==> src/rtl/tff_count_ctrl_pkg.sv <==
// Shared types for the TFF counter controller: FSM state encoding and default bank width.
package tff_ctrl_pkg;

    localparam int TFF_WIDTH = 4;

    typedef enum logic [1:0] {
        IDLE = 2'd0,
        INIT = 2'd1,
        RUN  = 2'd2,
        DONE = 2'd3
    } state_e;

endpackage

==> src/rtl/tff_count_ctrl_if.sv <==
// Request/status bundle for tff_count_ctrl; master drives the request, slave is the controller.
interface tff_count_ctrl_if #(
    parameter int WIDTH = 4
);
    logic             start;
    logic             up;
    logic [WIDTH-1:0] limit;
    logic             reload;
    logic             halt;
    logic             busy;
    logic             done;
    logic             tc;
    logic [WIDTH-1:0] count;

    modport master (
        output start, up, limit, reload, halt,
        input  busy, done, tc, count
    );

    modport slave (
        input  start, up, limit, reload, halt,
        output busy, done, tc, count
    );
endinterface

==> src/rtl/tff_count_ctrl_bank.sv <==
// Bank of T flip-flops with async clear; bit i toggles on the edge when t[i] is high.
// One-edge latency from t to q; no backpressure.
module tff_bank #(
    parameter int WIDTH = 4
) (
    input  logic             clk,
    input  logic             rst_n,
    input  logic [WIDTH-1:0] t,
    output logic [WIDTH-1:0] q
);
    logic [WIDTH-1:0] q_q;
    logic [WIDTH-1:0] q_d;

    always_comb begin
        q_d = q_q ^ t;
    end

    always_ff @(posedge clk or negedge rst_n) begin
        if (!rst_n) begin
            q_q <= '0;
        end else begin
            q_q <= q_d;
        end
    end

    assign q = q_q;
endmodule

==> src/rtl/tff_count_ctrl.sv <==
// Sequences a TFF bank as a programmable up/down counter: one INIT cycle presets, then limit+1 RUN cycles.
// start is dropped (not queued) while busy or in DONE; halt stalls RUN one cycle per high cycle.
module tff_count_ctrl
    import tff_ctrl_pkg::*;
#(
    parameter int WIDTH = TFF_WIDTH
) (
    input  logic             clk,
    input  logic             rst_n,
    tff_count_ctrl_if.slave  bus
);
    state_e           state_q, state_d;
    logic             dir_q, dir_d;
    logic             rl_q, rl_d;
    logic [WIDTH-1:0] lim_q, lim_d;
    logic             busy_q, busy_d;
    logic             done_q, done_d;

    logic [WIDTH-1:0] q;
    logic [WIDTH-1:0] t;
    logic [WIDTH-1:0] init_val;
    logic [WIDTH-1:0] target;
    logic             at_target;
    logic             chain;

    assign init_val  = dir_q ? '0 : lim_q;
    assign target    = dir_q ? lim_q : '0;
    assign at_target = (q == target);

    always_comb begin
        state_d = state_q;
        dir_d   = dir_q;
        rl_d    = rl_q;
        lim_d   = lim_q;
        t       = '0;
        chain   = 1'b1;
        case (state_q)
            IDLE: begin
                if (bus.start) begin
                    state_d = INIT;
                    dir_d   = bus.up;
                    lim_d   = bus.limit;
                    rl_d    = bus.reload;
                end
            end
            INIT: begin
                // Preset purely through toggles: flip exactly the bits that differ from init.
                t       = q ^ init_val;
                state_d = RUN;
            end
            RUN: begin
                if (!bus.halt) begin
                    if (at_target) begin
                        if (rl_q) begin
                            t = q ^ init_val;
                        end else begin
                            state_d = DONE;
                        end
                    end else begin
                        // Bit i toggles when all lower bits are 1 (up) or all 0 (down).
                        for (int i = 0; i < WIDTH; i++) begin
                            t[i]  = chain;
                            chain = chain & (dir_q ? q[i] : ~q[i]);
                        end
                    end
                end
            end
            DONE: begin
                state_d = IDLE;
            end
            default: begin
                state_d = IDLE;
            end
        endcase
        busy_d = (state_d == INIT) || (state_d == RUN);
        done_d = (state_d == DONE);
    end

    always_ff @(posedge clk or negedge rst_n) begin
        if (!rst_n) begin
            state_q <= IDLE;
            dir_q   <= 1'b0;
            rl_q    <= 1'b0;
            lim_q   <= '0;
            busy_q  <= 1'b0;
            done_q  <= 1'b0;
        end else begin
            state_q <= state_d;
            dir_q   <= dir_d;
            rl_q    <= rl_d;
            lim_q   <= lim_d;
            busy_q  <= busy_d;
            done_q  <= done_d;
        end
    end

    tff_bank #(
        .WIDTH(WIDTH)
    ) u_bank (
        .clk   (clk),
        .rst_n (rst_n),
        .t     (t),
        .q     (q)
    );

    assign bus.busy  = busy_q;
    assign bus.done  = done_q;
    assign bus.count = q;
    assign bus.tc    = (state_q == RUN) && !bus.halt && at_target;
endmodule

==> src/flat_wrapper.sv <==
// flat-port wrapper written by rule: the top's interface ports become plain ports
module tff_count_ctrl_flat import tff_ctrl_pkg::*;
#(
    parameter int WIDTH = TFF_WIDTH
)
  (clk, rst_n, bus_start, bus_up, bus_limit, bus_reload, bus_halt, bus_busy, bus_done, bus_tc, bus_count);
  tff_count_ctrl_if #(.WIDTH(WIDTH)) bus_i ();
  input  logic clk;
  input  logic rst_n;
  input wire logic [$bits(bus_i.start)-1:0] bus_start;
  input wire logic [$bits(bus_i.up)-1:0] bus_up;
  input wire logic [$bits(bus_i.limit)-1:0] bus_limit;
  input wire logic [$bits(bus_i.reload)-1:0] bus_reload;
  input wire logic [$bits(bus_i.halt)-1:0] bus_halt;
  output wire logic [$bits(bus_i.busy)-1:0] bus_busy;
  output wire logic [$bits(bus_i.done)-1:0] bus_done;
  output wire logic [$bits(bus_i.tc)-1:0] bus_tc;
  output wire logic [$bits(bus_i.count)-1:0] bus_count;
  assign bus_i.start = bus_start;
  assign bus_i.up = bus_up;
  assign bus_i.limit = bus_limit;
  assign bus_i.reload = bus_reload;
  assign bus_i.halt = bus_halt;
  assign bus_busy = bus_i.busy;
  assign bus_done = bus_i.done;
  assign bus_tc = bus_i.tc;
  assign bus_count = bus_i.count;
  tff_count_ctrl #(.WIDTH(WIDTH)) u_core (.clk(clk), .rst_n(rst_n), .bus(bus_i));
endmodule
==> config.mk <==
export PLATFORM = sky130hd
export DESIGN_NAME = tff_count_ctrl_flat
export DESIGN_NICKNAME = d
export VERILOG_FILES = /design/src/rtl/tff_count_ctrl_pkg.sv /design/src/rtl/tff_count_ctrl_if.sv /design/src/rtl/tff_count_ctrl_bank.sv /design/src/rtl/tff_count_ctrl.sv /design/src/flat_wrapper.sv
export SDC_FILE = /design/constraint.sdc
export NUM_CORES = 1
export LEC_CHECK = 0
export ABC_CLOCK_PERIOD_IN_PS = 2500
export CAP_MARGIN = 5
export CORE_MARGIN = 3
export CORE_UTILIZATION = 50
export DETAILED_ROUTE_END_ITERATION = 8
export HOLD_SLACK_MARGIN = 0.1
export PLACE_DENSITY = 0.87
export REMOVE_ABC_BUFFERS = 1
export SETUP_SLACK_MARGIN = 0.4
export SYNTH_ARGS = -nofsm -noshare
export SYNTH_HDL_FRONTEND = slang
export SYNTH_SLANG_ARGS = --single-unit
export TNS_END_PERCENT = 20
==> constraint.sdc <==
create_clock -name clk -period 2.5 [get_ports clk]
set_clock_uncertainty 0.15 [all_clocks]
set_input_delay 0.5 -clock clk [delete_from_list [all_inputs] [get_ports clk]]
set_output_delay 0.5 -clock clk [all_outputs]
set_load 0.05 [all_outputs]
* Yosys cells after proc, flatten, opt, wreduce, memory -nomap -nowiden
Cells that the tools add are included.
W data, S select, Z words.
** Cells by class
- Equality and inequality tests :: 7
- Multiplexer cells :: 14
- Bitwise logic cells :: 7
- Reduce and logical (&&, ||, !) cells :: 6
** Operators by type and width (count)
- $mux W4 :: 5
- $eq A2 B2 Y1 const B :: 4
- $mux W2 :: 4
- $pmux W2 S4 :: 1
- $pmux W4 S2 :: 1
- $xor A4 B4 Y4 :: 2
- $eq A2 B1 Y1 const B :: 2
- $eq A4 B4 Y1 :: 1
- $mux W1 :: 3
- $not A1 Y1 :: 3
- $and A1 B1 Y1 :: 2
- $logic_and A1 B1 Y1 :: 2
- $logic_not A2 Y1 :: 1
- $reduce_and A2 Y1 :: 1
- $logic_not A1 Y1 :: 1
- $logic_or A1 B1 Y1 :: 1
** Word-level totals
- Register bits :: 14
- Output and inout port bits :: 7

* Logic depth before layout (Yosys ltp)
Gate-level depths: netlist of run 1.
- Depth after elaboration :: 8
- Mapped depth :: 9
- Gate-level depth less buffers :: 8

* Cells and area by module
Synthesis of run 1 repeated with hierarchy kept, for this count alone.
** Unflattened totals
- Cells, all modules :: 89
- Area, all modules :: 883.3 um2
** By module, submodules not included
- tff_count_ctrl :: instances 1, cells each 81, area an instance 748.2 um2, sequential area each 250.2 um2
- tff_bank :: instances 1, cells each 8, area an instance 135.1 um2, sequential area each 100.1 um2

* Worst setup path after synthesis of run 1
Ideal clock, no wire load.
- Path type :: reg2reg
- From :: register u_core.u_bank.q_q[0] (netlist: u_core.u_bank.q[0])
- To :: register u_core.busy_q (netlist: u_core.bus.busy)
- Library setup time :: 0.126 ns
- Arrival time :: 2.652 ns
- Required time :: 2.224 ns
- Setup slack :: -0.428 ns
- Stages on the path, launching flop included :: 9
- Buffers on the path :: 1
- Period minus slack after synthesis :: 2.928 ns
- Path through :: dfrtp_1 > buf_6 > nand4b_1 > o22ai_1 > o22ai_4 > nor2b_1 > a221oi_1 > a21oi_1 > ha_1
** Between the ends
- Longest elaborated chain between the ends :: 6
- Elaborated cells between the ends (all ways) :: 7
- Those cells by class :: eq/ne: 3; mux: 3; reduce/logical: 1
** Ends and longest elaborated chain
- start, declared :: RTL line tff_count_ctrl_bank.sv:11 : logic [WIDTH-1:0] q_q;
- start signal, assigned :: RTL line tff_count_ctrl_bank.sv:22 : q_q <= q_d;
- $eq A4 B4 Y1 (*) :: RTL line tff_count_ctrl.sv:28 : assign at_target = (q == target);
- $mux W2 (*) :: RTL line tff_count_ctrl.sv:53 : if (at_target) begin
- $mux W2 (*) :: RTL line tff_count_ctrl.sv:52 : if (!bus.halt) begin
- $pmux W2 S4 (*) :: RTL line tff_count_ctrl.sv:37 : case (state_q)
- via u_core.state_d[0] :: RTL line tff_count_ctrl.sv:12 : state_e state_q, state_d;
- $eq A2 B1 Y1 or $eq A2 B2 Y1 (tied branches) :: RTL line tff_count_ctrl.sv:75 : busy_d = (state_d == INIT) || (state_d == RUN);
- $logic_or A1 B1 Y1 (*) :: RTL line tff_count_ctrl.sv:75
- via u_core.busy_d :: RTL line tff_count_ctrl.sv:16 : logic busy_q, busy_d;
- end signal, assigned :: RTL line tff_count_ctrl.sv:92 : busy_q <= busy_d;
- end, declared :: RTL line tff_count_ctrl.sv:16
Mark *: on every way through the listed nets, which the timed path passes. The rest lies on a longest branch.
A chain may end at the register's enable or synchronous reset.

* Worst setup path after layout of run 1
- From :: register u_core.u_bank.q_q[2] (netlist: u_core.u_bank.q[2])
- To :: output port bus_tc
** Between the ends
- Longest elaborated chain between the ends :: 2
** Ends and longest elaborated chain
- $eq A4 B4 Y1 :: RTL line tff_count_ctrl.sv:28
- $logic_and A1 B1 Y1 :: RTL line tff_count_ctrl.sv:109 : assign bus.tc = (state_q == RUN) && !bus.halt && at_target;
- end, declared :: RTL line flat_wrapper.sv:17 : output wire logic [$bits(bus_i.tc)-1:0] bus_tc;
No other way between the ends.

==> results of run 1 <==
[placed cells by master (no fill, tap or decap), types with 2 or more instances in the layout]
cell	n
buf_4	6
xnor2_1	3
xor2_1	4
ha_1	5
o21a_1	2
o22ai_2	2
nand4_1	2
o21ai_0	3
dfrtp_2	3
nor2b_1	4
dfrtp_1	11
nand4b_1	2
clkdlybuf4s50_1	12
nand2_1	5
dlymetal6s2s_1	2
nor2_1	3
inv_1	5
nand3_1	5
clkbuf_4	3
mux2_2	6
a21oi_1	8
[stage by stage]
stage          power (mW)  cell area [um^2]  hold slack, ps
2_1_floorplan        1.23               918            54.4
3_3_place_gp         1.48              1130             406
3_5_place_dp         1.51              1130             428
4_1_cts              1.75              1210             451
5_1_grt              1.96              1250             480
6_report             1.82              1250             442
[cells by family after synthesis]
group,count (synthesis)
buffers and inverters,10
XOR/XNOR,7
AO/OA/AOI/OAI,26
multiplexers,7
AND/OR/NAND/NOR,30
adder cells (fa/ha/maj),5
flip-flops,14
[cell type report]
| type | instances | share of cell area |
|---|---|---|
| clock buffer | 4 | 0.0291 |
| inverter | 5 | 0.0150 |
| multi-input combinational | 75 | 0.471 |
| sequential | 14 | 0.284 |
| tap | 25 | 0.0251 |
| timing repair buffer | 22 | 0.176 |
[metal layers]
metal / GRT usage / vias up
met5: 0 / -
met4: 0.120 / 0
met3: 0.0393 / 12
met2: 0.326 / 35
met1: 0.238 / 399
li1: - / 401
[what timing repair did]
| item | 4_1_cts | 5_1_grt |
|---|---|---|
| endpoints found under the setup margin | 7 | 11 |
| setup buffers | 2 | 2 |
| pin swaps | 0 | 1 |
| gates resized for setup | 9 | 5 |
[worst paths after layout]
check                                        start           endpoint  cells past startpoint
worst max-delay path            u_core.u_bank.q[2]             bus_tc                      5
worst min-delay path                         rst_n  u_core.state_q[1]                      1
worst max register to register     u_core.lim_q[3]    u_core.bus.busy                      7
worst min register to register     u_core.lim_q[1]    u_core.lim_q[1]                      1
max in group asynchronous                    rst_n       u_core.dir_q                      1
min in group clk                   u_core.lim_q[1]    u_core.lim_q[1]                      1
[where the power goes]
part           internal [mW]  switching, mW
clock                 0.0887         0.0783
sequential             0.347          0.183
combinational          0.495          0.626
total                  0.930          0.887
[state kept, by name (all words and copies together), names as in the netlist]
register         cells
u_core.bus.busy      1
u_core.state_q       2
u_core.u_bank.q      4
u_core.dir_q         1
u_core.bus.done      1
u_core.lim_q         4
u_core.rl_q          1
==> impl_metrics.env, run 1 <==
export IMPL_relSlewSlack=0.587
export IMPL_overflow=0
export IMPL_yosys_top_cells_count="dfrtp_1, a21oi_1, mux2_2, nor2b_1"
export IMPL_cts_tree="built"
export IMPL_fin_nets=136
export IMPL_worstPathCellList="nand3_1 -> o22ai_2 -> o22ai_4 -> nor2b_4 -> buf_12"
export IMPL_rsz0062_at_grt="yes"
export IMPL_initial_core_util=0.545
export IMPL_pin_count=17
export IMPL_final_cells=145
export IMPL_power_density_nw_per_um2=1460
export IMPL_tns_ps=0
export IMPL_hold_violations=0
export IMPL_synth_seq_area_share=0.365
export IMPL_synth_most_common_cell="dfrtp_1"
export IMPL_synth_compound_area_frac=0.186
export IMPL_crit_buf_inv=1
export IMPL_wl_per_cell_um=15.7
export IMPL_num_antenna_cells=0
export IMPL_met3_length_um=136
export IMPL_cts_inserted_buffers=3
export IMPL_grt_max_degree=15
export IMPL_cp_slowest_stage_delay_ps=560
export IMPL_critPathSlowestCell="dfrtp_1"
export IMPL_gr_usage_all_layers=0.199
export IMPL_dieHeight_um=49.8
export IMPL_path_clk_slew_ps=90
export IMPL_async_reset_ff_frac=1.00
export IMPL_synth_avg_cell_area_um2=9.71
export IMPL_drt_total_wl_um=2280
export IMPL_antenna_found_initial=0
export IMPL_status="completed"
export IMPL_drive_gt1_frac=0.242
export IMPL_synth_xor_area_frac=0.0638
export IMPL_drtAntennaViolNets=0
export IMPL_drtPass1Iterations=4
export IMPL_wl_met2_um=1170
export IMPL_drc_errors=0
export IMPL_cp_arrival_ps=1600
export IMPL_cts_root_buf="clkbuf_4"
export IMPL_setup_viol=0
export IMPL_vdd_drop_max_mv=0.903
export IMPL_worst_slack_ps=246
export IMPL_vias=847
export IMPL_synth_top_area_frac=0.365
export IMPL_end_kind="output pin"
export IMPL_synthSimpleGateAreaFrac=0.171
export IMPL_syn2layout_area_growth_pct=29.8
export IMPL_first_global_vias=841
export IMPL_die_area_um2=2480
export IMPL_drt_iter0_drc=35
export IMPL_design_core_area_um2=1760
export IMPL_rows=15
export IMPL_yosys_warnings=0
export IMPL_highest_layer="met4"
export IMPL_hold_buffers=0
export IMPL_critPathTopFamily="flip-flops"
export IMPL_grt_pass1_wl_um=3710
export IMPL_synth_cells=99
export IMPL_finalWeightedCongestion=0.791
export IMPL_start_kind="flop"
export IMPL_r2r_slack_ps=480
export IMPL_period_needed_ps=2250
export IMPL_insertion_delay_ps=290
export IMPL_synth_top_family_by_area="compound AO/OA/AOI/OAI gates"
export IMPL_place_detailed_instances=137
export IMPL_regArea_um2=354
export IMPL_dp_slack_ps=151
export IMPL_met1_length_um=904
export IMPL_synth_ff_type="dfrtp_1"
export IMPL_maxClockFrequency_mhz=444
export IMPL_synth_edf_count=0
export IMPL_cts_sinks=14
export IMPL_fin_util=0.707
export IMPL_yosys_area_top_type="dfrtp_1"
export IMPL_critPathMaxFanout=8
export IMPL_required_ps=1850
export IMPL_leakagePower_nw=0.528
export IMPL_ys_top_cells_by_area="dfrtp_1, mux2_2, ha_1, a21oi_1, nor2b_1"
export IMPL_worstSetupPathType="flop to output pin"
export IMPL_clockBufferDepth=2
export IMPL_slew_violations=0
export IMPL_multi_input_area_um2=588
export IMPL_htree_levels=1
export IMPL_synth_mux_area_fraction=0.0859
export IMPL_numPortBuffers=16
export IMPL_synthAdderAreaFrac=0.0651
export IMPL_syn_area_um2=961
export IMPL_via_per_inst=5.84
export IMPL_hpwlAfterDp_um=1520
export IMPL_die_w_um=49.8
export IMPL_period_share=0.902
export IMPL_max_slew_worst_pin_slew_ps=618
export IMPL_ys_ff_latch=14
export IMPL_hold_path_class="primary input to asynchronous set/reset pin"
export IMPL_fillCellCount=139
export IMPL_cap_violations=0
export IMPL_yosysUniqueCellTypes=35
(Power assumes the default switching activity.)
==> run 2, diff against run 1 <==
Settings changed: CTS_CLUSTER_SIZE set to 40, DONT_BUFFER_PORTS set to 1, PLACE_DENSITY 0.87 to 0.76, SLEW_MARGIN set to 30.
==> run 2 against run 1 <==
Critical path depth is the same. Routed wire length decreased by 4.5%. Final area fell by 10%. Register-to-register slack worse by 40 ps. Worst hold slack got worse by 240 ps. Total power shrank 2.4%. Global-route usage fell by 1.4 points. Via count down 0.47%. Sequential share of layout area grew 3.2 points. Non-clock buffer count down 9.
==> impl_metrics.env, run 2 (synthesized netlist as in run 1, its figures left out) <==
export IMPL_netSwitchingFraction=0.495
export IMPL_gr_usage_all_layers=0.185
export IMPL_syn2layout_area_growth_pct=16.3
export IMPL_cp_arrival_ps=1570
export IMPL_cts_sinks=14
export IMPL_design_core_area_um2=1760
export IMPL_vias=843
export IMPL_drive_gt1_frac=0.288
export IMPL_fin_nets=127
export IMPL_hold_violations=0
export IMPL_first_global_vias=801
export IMPL_power_density_nw_per_um2=1590
export IMPL_initial_core_util=0.545
export IMPL_via_per_inst=6.20
export IMPL_path_clk_slew_ps=90
export IMPL_worstSetupPathType="flop to output pin"
export IMPL_end_kind="output pin"
export IMPL_setup_viol=0
export IMPL_hold_path_class="primary input to flop"
export IMPL_overflow=0
export IMPL_pwr_share_clk=0.093
export IMPL_period_needed_ps=2220
export IMPL_hpwlAfterDp_um=1420
export IMPL_antenna_found_initial=0
export IMPL_drt_total_wl_um=2170
export IMPL_final_cell_mix="dfrtp_1, buf_4, a21oi_1"
export IMPL_cts_tree="built"
export IMPL_max_slew_worst_pin_slew_ps=613
export IMPL_htree_levels=1
export IMPL_mostFrequentLayoutCell="dfrtp_1"
export IMPL_period_share=0.888
export IMPL_die_area_um2=2480
export IMPL_grt_pass1_wl_um=3460
export IMPL_maxClockFrequency_mhz=450
export IMPL_status="completed"
export IMPL_cts_inserted_buffers=3
export IMPL_seqPwrFrac=0.302
export IMPL_critPathMaxFanout=5
export IMPL_drtAntennaViolNets=0
export IMPL_rsz0062_at_grt="yes"
export IMPL_grt_max_degree=15
export IMPL_drtPass1Iterations=4
export IMPL_cts_root_buf="clkbuf_4"
export IMPL_die_w_um=49.8
export IMPL_p_int_uw=894
export IMPL_insertion_delay_ps=290
export IMPL_leakagePower_nw=0.470
export IMPL_fillCellCount=151
export IMPL_p_switching_uw=878
export IMPL_slew_violations=0
export IMPL_dieHeight_um=49.8
export IMPL_p_comb_frac=0.605
export IMPL_critPathTopFamily="flip-flops"
export IMPL_fin_util=0.633
export IMPL_drt_iter0_drc=40
export IMPL_rows=15
export IMPL_drc_errors=0
export IMPL_wl_per_cell_um=16.0
export IMPL_finalWeightedCongestion=0.862
export IMPL_relSlewSlack=0.590
export IMPL_required_ps=1850
export IMPL_cap_violations=0
export IMPL_num_antenna_cells=0
export IMPL_hold_slack_ps=199
export IMPL_cp_slowest_stage_delay_ps=430
export IMPL_vdd_drop_max_mv=0.795
export IMPL_start_kind="flop"
export IMPL_critPathSlowestCell="dfrtp_1"
export IMPL_numPortBuffers=0
export IMPL_crit_buf_inv=1
export IMPL_worstPathCellList="nand4b_1 -> o22ai_2 -> o22ai_4 -> nor2b_2 -> buf_6"
export IMPL_p_total_mw=1.77
export IMPL_clockBufferDepth=2
export IMPL_pin_count=17
[run 2: area by class of cell]
| type | count | area [um^2] | share of cell area |
|---|---|---|---|
| clock buffer | 4 | 36.3 | 0.0325 |
| multi-input combinational | 75 | 574 | 0.514 |
| sequential | 14 | 353 | 0.316 |
| timing repair buffer | 13 | 104 | 0.0929 |
| tap | 25 | 31.3 | 0.0280 |
| inverter | 5 | 18.8 | 0.0168 |
[run 2: power by group through the flow]
stage	Clock, mW	Combinational (mW)	Sequential [mW]
CTS	0.169	1.01	0.533
detailed placement	0	0.919	0.539
finish	0.165	1.07	0.535
floorplan	0	0.592	0.641
global placement	0	0.890	0.527
global route	0.179	1.16	0.552
[run 2: path summary, 6_finish.rpt]
path	startpoint	end	slack, ps	cells after the start
setup / recovery	u_core.lim_q[2]	bus_tc	280	5
hold / removal	bus_limit[0]	u_core.lim_q[0]	200	1
setup reg to reg	u_core.u_bank.q[1]	u_core.u_bank.q[3]	440	5
hold reg to reg	u_core.lim_q[3]	u_core.lim_q[3]	450	1
max in group asynchronous	rst_n	u_core.dir_q	1250	1
min in group asynchronous	rst_n	u_core.u_bank.q[2]	500	1
[run 2: per-layer routing]
layer	track usage	wire, um	vias up
met5	0	0	-
met4	0.0691	47	0
met3	0.0483	152	9
met2	0.330	1070	44
met1	0.207	902	405
li1	-	-	385
[run 2: timing repair]
item | CTS | global route
gates cloned | 0 | 0
pin swaps | 1 | 1
endpoints found under the setup margin | 3 | 4
setup buffers | 3 | 2
gates resized for setup | 7 | 1
hold endpoints to repair | 14 | 0
hold buffers | 1 | 0
[run 2: through the flow]
stage	instances	setup WS [ps]	area [um^2]	TNS (ps)
2_1_floorplan	94	-485	918	-1300
3_3_place_gp	126	324	1000	0
3_5_place_dp	126	252	1000	0
4_1_cts	134	299	1100	0
5_1_grt	136	203	1120	0
6_report	136	279	1120	0
